<file path="config.mk">
export PLATFORM = sky130hd
export DESIGN_NAME = stb_req_seq
export DESIGN_NICKNAME = d
export VERILOG_FILES = /design/src/rtl/stb_req_seq.sv
export SDC_FILE = /design/constraint.sdc
export NUM_CORES = 1
export LEC_CHECK = 0
export CAP_MARGIN = 20
export CORE_MARGIN = 2
export CORE_UTILIZATION = 55
export CTS_CLUSTER_DIAMETER = 40
export DETAILED_ROUTE_END_ITERATION = 8
export HOLD_SLACK_MARGIN = 0.15
export PLACE_DENSITY_LB_ADDON = 0.08
export SLEW_MARGIN = 10
export SYNTH_ARGS = -nofsm -noshare
export SYNTH_HDL_FRONTEND = slang
export SYNTH_SLANG_ARGS = --single-unit
</file>
<file path="constraint.sdc">
create_clock -name clk_i -period 5.3 [get_ports clk_i]
set_input_delay 0.53 -clock clk_i [delete_from_list [all_inputs] [get_ports clk_i]]
set_output_delay 0.53 -clock clk_i [all_outputs]
set_load 0.05 [all_outputs]
</file>
<file path="src/rtl/stb_req_seq.sv">
// stb_req_seq: strobe-request initiator running a burst of N strobe samples with timeout and settle.
// Optional STB_REQ_SEQ_ABORT_EN adds abort_i to terminate a burst early with err_code 3.
module stb_req_seq #(
  parameter int CNT_WIDTH = 16,
  parameter int TO_WIDTH  = 32,
  parameter int SET_WIDTH = 8
) (
  input  logic                 clk_i,
  input  logic                 arstn_i,
  input  logic                 start_i,
  input  logic [CNT_WIDTH-1:0] n_samples_i,
  input  logic [TO_WIDTH-1:0]  timeout_i,
  input  logic [SET_WIDTH-1:0] settle_i,
  input  logic                 gen_rdy_i,
  input  logic                 stb_valid_i,
  input  logic                 cmp_i,
`ifdef STB_REQ_SEQ_ABORT_EN
  input  logic                 abort_i,
`endif
  output logic                 stb_req_o,
  output logic                 busy_o,
  output logic                 done_o,
  output logic [1:0]           err_code_o,
  output logic [CNT_WIDTH-1:0] hits_o,
  output logic [CNT_WIDTH-1:0] samples_o
);
  typedef enum logic [2:0] {IDLE, REQ, WAIT_LOW, WAIT_VALID, SETTLE, SAMPLE, RELEASE, FINISH} state_e;
  state_e               state_q;
  logic [CNT_WIDTH-1:0] n_q, hits_q, samples_q;
  logic [TO_WIDTH-1:0]  to_q, to_cnt_q;
  logic [SET_WIDTH-1:0] set_q, set_cnt_q;
  logic [1:0]           err_q, cmp_sync_q;
  logic                 req_q, busy_q, done_q, abort, to_hit;
`ifdef STB_REQ_SEQ_ABORT_EN
  assign abort = abort_i && state_q != IDLE && state_q != FINISH;
`else
  assign abort = 1'b0;
`endif
  // to_cnt_q holds completed wait cycles, so +1 is the cycle being spent now
  assign to_hit = to_q != '0 && to_cnt_q + TO_WIDTH'(1) == to_q;
  always_ff @(posedge clk_i or negedge arstn_i) begin
    if (!arstn_i) begin
      state_q    <= IDLE;
      n_q        <= '0;
      hits_q     <= '0;
      samples_q  <= '0;
      to_q       <= '0;
      to_cnt_q   <= '0;
      set_q      <= '0;
      set_cnt_q  <= '0;
      err_q      <= 2'd0;
      cmp_sync_q <= 2'b00;
      req_q      <= 1'b0;
      busy_q     <= 1'b0;
      done_q     <= 1'b0;
    end else begin
      done_q     <= 1'b0;
      cmp_sync_q <= {cmp_sync_q[0], cmp_i};
      if (abort) begin
        req_q   <= 1'b0;
        err_q   <= 2'd3;
        state_q <= FINISH;
      end else begin
        case (state_q)
          IDLE: if (start_i) begin
            n_q       <= n_samples_i;
            to_q      <= timeout_i;
            set_q     <= settle_i;
            hits_q    <= '0;
            samples_q <= '0;
            busy_q    <= 1'b1;
            err_q     <= gen_rdy_i ? 2'd0 : 2'd2;
            state_q   <= (!gen_rdy_i || n_samples_i == '0) ? FINISH : REQ;
          end
          REQ: begin
            req_q    <= 1'b1;
            to_cnt_q <= '0;
            state_q  <= WAIT_LOW;
          end
          WAIT_LOW, WAIT_VALID: begin
            if (to_hit) begin
              req_q   <= 1'b0;
              err_q   <= 2'd1;
              state_q <= FINISH;
            end else begin
              if (to_q != '0) to_cnt_q <= to_cnt_q + TO_WIDTH'(1);
              // a valid still high from the previous strobe must first drop
              if (state_q == WAIT_LOW && !stb_valid_i) state_q <= WAIT_VALID;
              else if (state_q == WAIT_VALID && stb_valid_i) begin
                set_cnt_q <= SET_WIDTH'(1);
                state_q   <= SETTLE;
              end
            end
          end
          SETTLE: begin
            if (set_q == '0 || set_cnt_q == set_q) state_q <= SAMPLE;
            else set_cnt_q <= set_cnt_q + SET_WIDTH'(1);
          end
          SAMPLE: begin
            if (!stb_valid_i) begin
              req_q   <= 1'b0;
              err_q   <= 2'd1;
              state_q <= FINISH;
            end else begin
              hits_q    <= hits_q + CNT_WIDTH'(cmp_sync_q[1]);
              samples_q <= samples_q + CNT_WIDTH'(1);
              state_q   <= RELEASE;
            end
          end
          RELEASE: begin
            req_q   <= 1'b0;
            state_q <= samples_q == n_q ? FINISH : REQ;
          end
          FINISH: begin
            done_q  <= 1'b1;
            busy_q  <= 1'b0;
            req_q   <= 1'b0;
            state_q <= IDLE;
          end
          default: state_q <= IDLE;
        endcase
      end
    end
  end
  assign stb_req_o  = req_q;
  assign busy_o     = busy_q;
  assign done_o     = done_q;
  assign err_code_o = err_q;
  assign hits_o     = hits_q;
  assign samples_o  = samples_q;
endmodule

</file>
==> results of run 1 <==
## power by group
| group | internal, mW | switching (mW) | leakage [nW] |
|---|---|---|---|
| logic | 0.609 | 0.881 | 2.02 |
| clock network | 0.616 | 0.461 | 0.250 |
| registers | 1.32 | 0.353 | 1.82 |
| total | 2.55 | 1.69 | 4.09 |
## worst min-delay path by stage
stage	from	cells after the start	endpoint
6_report	arstn_i	1	to_q[15]
5_1_grt	arstn_i	1	to_cnt_q[23]
4_1_cts	arstn_i	1	to_q[17]
3_5_place_dp	cmp_sync_q[0]	0	cmp_sync_q[1]
3_3_place_gp	cmp_sync_q[0]	0	cmp_sync_q[1]
2_1_floorplan	arstn_i	0	busy_o
## cell type report
class | count | share of cell area
Inverter | 15 | 0.00597
Clock buffer | 20 | 0.0485
Multi-Input combinational cell | 714 | 0.439
Timing Repair Buffer | 104 | 0.109
Clock inverter | 10 | 0.00757
Tap cell | 180 | 0.0239
Sequential cell | 138 | 0.366
## metrics by stage
step,instances,worst slack [ns]
5_1_grt,1181,1.01
2_1_floorplan,915,1.85
6_report,1181,1.30
3_3_place_gp,1151,1.47
3_5_place_dp,1151,1.39
4_1_cts,1181,1.33
## kinds of logic after synthesis
family,count (synthesis),share of synthesized area
and+or+nand+nor,484,0.291
DFF,138,0.438
AOI/OAI and AO/OA,126,0.114
xor gates and xnor gates,96,0.107
buffers and inverters,63,0.0378
adders and majority gates,5,0.00794
muxes,3,0.00381
## flip-flops by register name (all words and copies together), names as in the netlist
| name | cells |
|---|---|
| stb_req_o | 1 |
| to_cnt_q | 32 |
| n_q | 16 |
| state_q | 3 |
| set_cnt_q | 8 |
| cmp_sync_q | 2 |
| set_q | 8 |
| err_code_o | 2 |
| hits_o | 16 |
| done_o | 1 |
| busy_o | 1 |
| samples_o | 16 |
| to_q | 32 |
## cells in the final DEF (no fill, tap or decap), drive strengths merged, types with 5 or more instances in the layout
master and count:
o21ai 32, or4 10, xor2 47, buf 7, inv 16, a31oi 6
a2bb2oi 5, o22a 18, dfrtp 138, ha 5, and3 12, xnor2 49
nor2b 6, or2 10, clkbuf 20, nor4 27, clkdlybuf4s50 97, clkinv 5
nand3 38, nand2b 7, nor2 63, o21a 5, nand4 35, nor3 13
or3 10, nand2 237, a21oi 14
## synth_stat cells, types with 3 or more instances
library cell	count
a22o_1	3
buf_2	12
o31ai_1	3
nand3_1	37
nand2_1	236
xnor2_1	49
or2_2	9
a41oi_1	4
and3_1	12
nand2b_1	7
a2bb2oi_1	5
and4_1	3
dfrtp_1	138
o211ai_1	3
nor4_1	25
or3_1	10
xor2_1	47
o22ai_1	4
o22a_1	18
buf_6	4
a21oi_1	14
o21ai_0	31
inv_1	15
and2_1	4
o21a_1	5
nor3_1	12
or4_1	9
a31oi_1	5
nor3b_1	3
nand4_1	35
clkbuf_1	27
nor2b_1	6
ha_1	5
mux2i_1	3
nor2_1	63
## routing by layer
metal	part of all wire	track usage	wire, um
met5	0	0	0
met4	0.015	0.0817	309
met3	0.053	0.0591	1070
met2	0.48	0.445	9620
met1	0.45	0.375	8960
==> flow_summary.ini, run 1 <==
[critical_path]
reg2reg_to = to_cnt_q[12]
endpoint = to_cnt_q[12]
critPathLaunch = to_cnt_q[0]
cp_common_cell = nand4_1
path_class = reg2reg
cp_top_family = simple AND/OR/NAND/NOR gates
worst_setup_path_start_kind = flip-flop
arrival_ns = 4.36
crit_cells = 11
slowest_delay_ns = 0.58
r2r-start = to_cnt_q[0]
cp.required_ns = 5.66
crit_slowest_cell = or4_4
cp-end-kind = flip-flop
crit_buf_inv = 1
path_cells = ha_1 > nand4_1 > or3_1 > or4b_1 > a2bb2oi_1 > nand4_1 > or4_4 > o211ai_2 > and2_1 > buf_4 > o22a_1
path_max_fanout = 17
reg2reg_depth = 11
regToRegSetupSlack_ns = 1.30

[route]
drtIter0Drc = 664
ant_nets = 0
via_per_inst = 5.85
vias = 6905
drc = 0
drt-total-wl_um = 20000
drt_first_pass_iters = 5
wl_per_cell_um = 16.9

[die]
die_area_mm2 = 0.0153
core_area_mm2 = 0.0139
die_x_um = 124
start_util = 0.566
boundaryPins = 99
die_y_um = 124
row_count = 43

[clock_tree]
clk_latency_ns = 0.42
clkTransAtPathRegs_ns = 0.06
tritoncts = built
holdBufCountCts = 0
postCtsSetupBuffers = 0
ctsResizeCount = 0
cts_root_buffer = clkbuf_16
clkSinkCount = 138
htreeDepth = 4
clk_path_buf_depth = 2
numCtsBuffers = 17

[timing]
hold_viol = 0
report.final.slew_viol_count = 0
max_freq_ghz = 0.250
layout_worst_path_cycle_share = 0.755
setup_viol = 0
clock_skew_ns = 0.00608
grt_setup_unrepaired = no
slew_headroom = 0.346
fin_worst_hold_slack_ns = 0.160
period_minus_slack_ns = 4.00
setup_tns_ns = 0
worst_pin_slew_ns = 0.982

[global_route]
track_usage = 0.276
grt_start_max_net_pins = 91
grt_pass1_wl_um = 32600
antenna_found_initial = 0
grt_pass1_vias = 6513
grt-ovfl-total = 0

[place]
place.detailed.hpwl_um = 13900
io_buffers = 98
gpl.final_weighted_congestion = 0.920
postPlaceCellArea_mm2 = 0.00890

[hold_path]
hold_path.class = in2async

[logic_synthesis]
synthCells = 915
syn_avg_cell_area_um2 = 8.61
syn_area_mm2 = 0.00788
async_reset_ff_frac = 1.00
ys_types = 74
yosysWarnings = 0
synth.largest_area_cell = dfrtp_1
ys_seq_area_frac = 0.438
synth_top_cell_area_share = 0.438
syn_nets = 982
synth_ff_type = dfrtp_1
synth_seq_cells = 138
synth_edf_count = 0
synth_area_leaders = dfrtp_1, nand2_1, xnor2_1

[cells_and_area]
area_growth_pct = 19.6
nets = 1057
fin_util = 0.676
fin_area_mm2 = 0.00942
drive_above_1_share = 0.0579
seq_area_mm2 = 0.00345
diodes = 0
multi_input_area_mm2 = 0.00413
fill_cells = 1104

[flow_run]
maxCapViolCount = 0

[power_and_ir_drop]
vdd_drop_max_uv = 283
powerDensity_mw_per_mm2 = 450
leakage_nw = 4.09
p_total_mw = 4.24

[status]
run_status = complete, no violations
Note: power is estimated with default switching activity, not from simulation.
==> inputs of run 2 (changes only) <==
Settings changed: CORE_UTILIZATION 55 to 51.
Clock period 5.3 ns to 3.41 ns, I/O delays scaled along.
==> run 2 against run 1 <==
  * Non-clock buffer count up 64
  * The run now ends with negative setup slack left
  * Final cell count up 6.3%
  * Total power up 70%
  * Maximum frequency up 17%
  * Sequential cell count unchanged
  * Setup slack worse by 1.3 ns
  * Clock skew up 0.0021 ns
  * Critical path type unchanged
  * Hold slack better by 0.19 ns
  * Clock-buffer cell count down 2
  * First-iteration DRC count down 9.6%
  * Critical endpoint is now to_cnt_q[31]
==> flow_summary.ini, run 2 (same netlist as run 1, synthesis figures left out) <==
[cells_and_area]
diodes = 0
area_growth_pct = 29.0
drive_above_1_share = 0.132
final_common_cell = nand2_1
fin_area_mm2 = 0.0102
final_cell_mix = nand2_1, dfrtp_1, clkdlybuf4s50_1, buf_4, nor2_1
reg_top3 = to_cnt_q: 32 flops, to_q: 32 flops
nets = 1121
final_cell_count_no_fill = 1255
fin_util = 0.671

[die]
die_area_mm2 = 0.0165
boundaryPins = 99
die_x_um = 128
row_count = 45
die_y_um = 128
core_area_mm2 = 0.0151
start_util = 0.520

[route]
via_per_inst = 5.67
vias = 7113
drc = 0
drt_first_pass_iters = 5
drt-total-wl_um = 21700
ant_nets = 0
drtIter0Drc = 600
wl_per_cell_um = 17.3

[critical_path]
cp_common_cell = nand4_1
cp.required_ns = 3.77
worst_setup_path_start_kind = flip-flop
path_max_fanout = 15
crit_slowest_cell = or4b_4
path_cells = ha_4 > nand4_1 > or3_4 > or4b_4 > a2bb2oi_2 > nand4_1 > or4_4 > o211ai_4 > and2_4 > buf_12 > o22a_1
cp_top_family = simple AND/OR/NAND/NOR gates
cp-end-kind = flip-flop
slowest_delay_ns = 0.54
crit_buf_inv = 1
path_class = reg2reg
arrival_ns = 3.79

[global_route]
grt-ovfl-total = 0
grt_pass1_vias = 6763
grt_start_max_net_pins = 82
track_usage = 0.272
grt_pass1_wl_um = 35000
antenna_found_initial = 0

[clock_tree]
numCtsBuffers = 17
clkTransAtPathRegs_ns = 0.06
tritoncts = built
clk_path_buf_depth = 2
clkSinkCount = 138
cts_root_buffer = clkbuf_16
clk_latency_ns = 0.43
htreeDepth = 4

[timing]
clock_skew_ns = 0.00817
slew_headroom = 0.477
report.final.slew_viol_count = 0
worst_slack_ns = -0.0186
grt_setup_unrepaired = yes
hold_viol = 0
layout_worst_path_cycle_share = 1.01
setup_viol = 8
period_minus_slack_ns = 3.43
worst_pin_slew_ns = 0.785
max_freq_ghz = 0.292
fin_worst_hold_slack_ns = 0.350

[status]
run_status = finished, violations left
violations = negative setup slack

[power_and_ir_drop]
p_total_mw = 7.22
powerDensity_mw_per_mm2 = 710
leakage_nw = 4.48
vdd_drop_max_uv = 526

[place]
io_buffers = 98
dp_cells = 1211
postPlaceCellArea_mm2 = 0.00932
gpl.final_weighted_congestion = 0.919
place.detailed.hpwl_um = 15300

[flow_run]
maxCapViolCount = 0

[hold_path]
hold_path.class = in2reg
[run 2: routing by layer]
metal	vias up	routed length, um	track usage
li1	3456	-	-
met4	0	450	0.0899
met5	-	0	0
met2	210	10100	0.422
met1	3416	10100	0.384
met3	31	1080	0.0572
[run 2: area by class of cell]
| cell class | instances | area (um2) |
|---|---|---|
| repair buffers | 168 | 1580 |
| well taps | 188 | 235 |
| clock inverters | 14 | 183 |
| multi-input cells | 714 | 4220 |
| fillers | 1264 | 4980 |
| clock buffers | 18 | 429 |
| flip-flops and latches | 138 | 3460 |
| inverters | 15 | 56.3 |
[run 2: what timing repair did]
| item | 4_1_cts | 5_1_grt |
|---|---|---|
| gates resized for setup | 6 | 23 |
| pin swaps | 0 | 15 |
| endpoints found under the hold margin | 78 | 0 |
| hold buffers | 1 | 0 |
| gates cloned | 0 | 1 |
| setup buffers | 1 | 9 |
| endpoints found under the setup margin | 19 | 37 |
[run 2: worst paths after layout]
kind	from	end	slack, ns	cells past startpoint
hold reg to reg	cmp_sync_q[0]	cmp_sync_q[1]	0.36	0
min in group asynchronous	arstn_i	to_q[17]	0.52	2
hold / removal	cmp_i	cmp_sync_q[0]	0.35	1
setup / recovery	to_cnt_q[0]	to_cnt_q[31]	-0.02	11
max in group asynchronous	arstn_i	to_cnt_q[1]	2.07	3
setup reg to reg	to_cnt_q[0]	to_cnt_q[31]	-0.02	11
[run 2: metrics by stage]
step	TNS, ns	setup WS, ns
after floorplan	0	0.0196
after CTS	0	0.0397
after detailed placement	-0.331	-0.0342
after global routing	-1.90	-0.0937
after global placement	0	0.0240
final	-0.0698	-0.0186
[run 2: report_power, final]
part           total, mW  leakage [nW]  internal [mW]  switching [mW]
sequential          2.53          1.82           2.06           0.477
clock               1.93         0.294           1.17           0.767
combinational       2.75          2.37           1.19            1.56
total               7.22          4.48           4.41            2.81
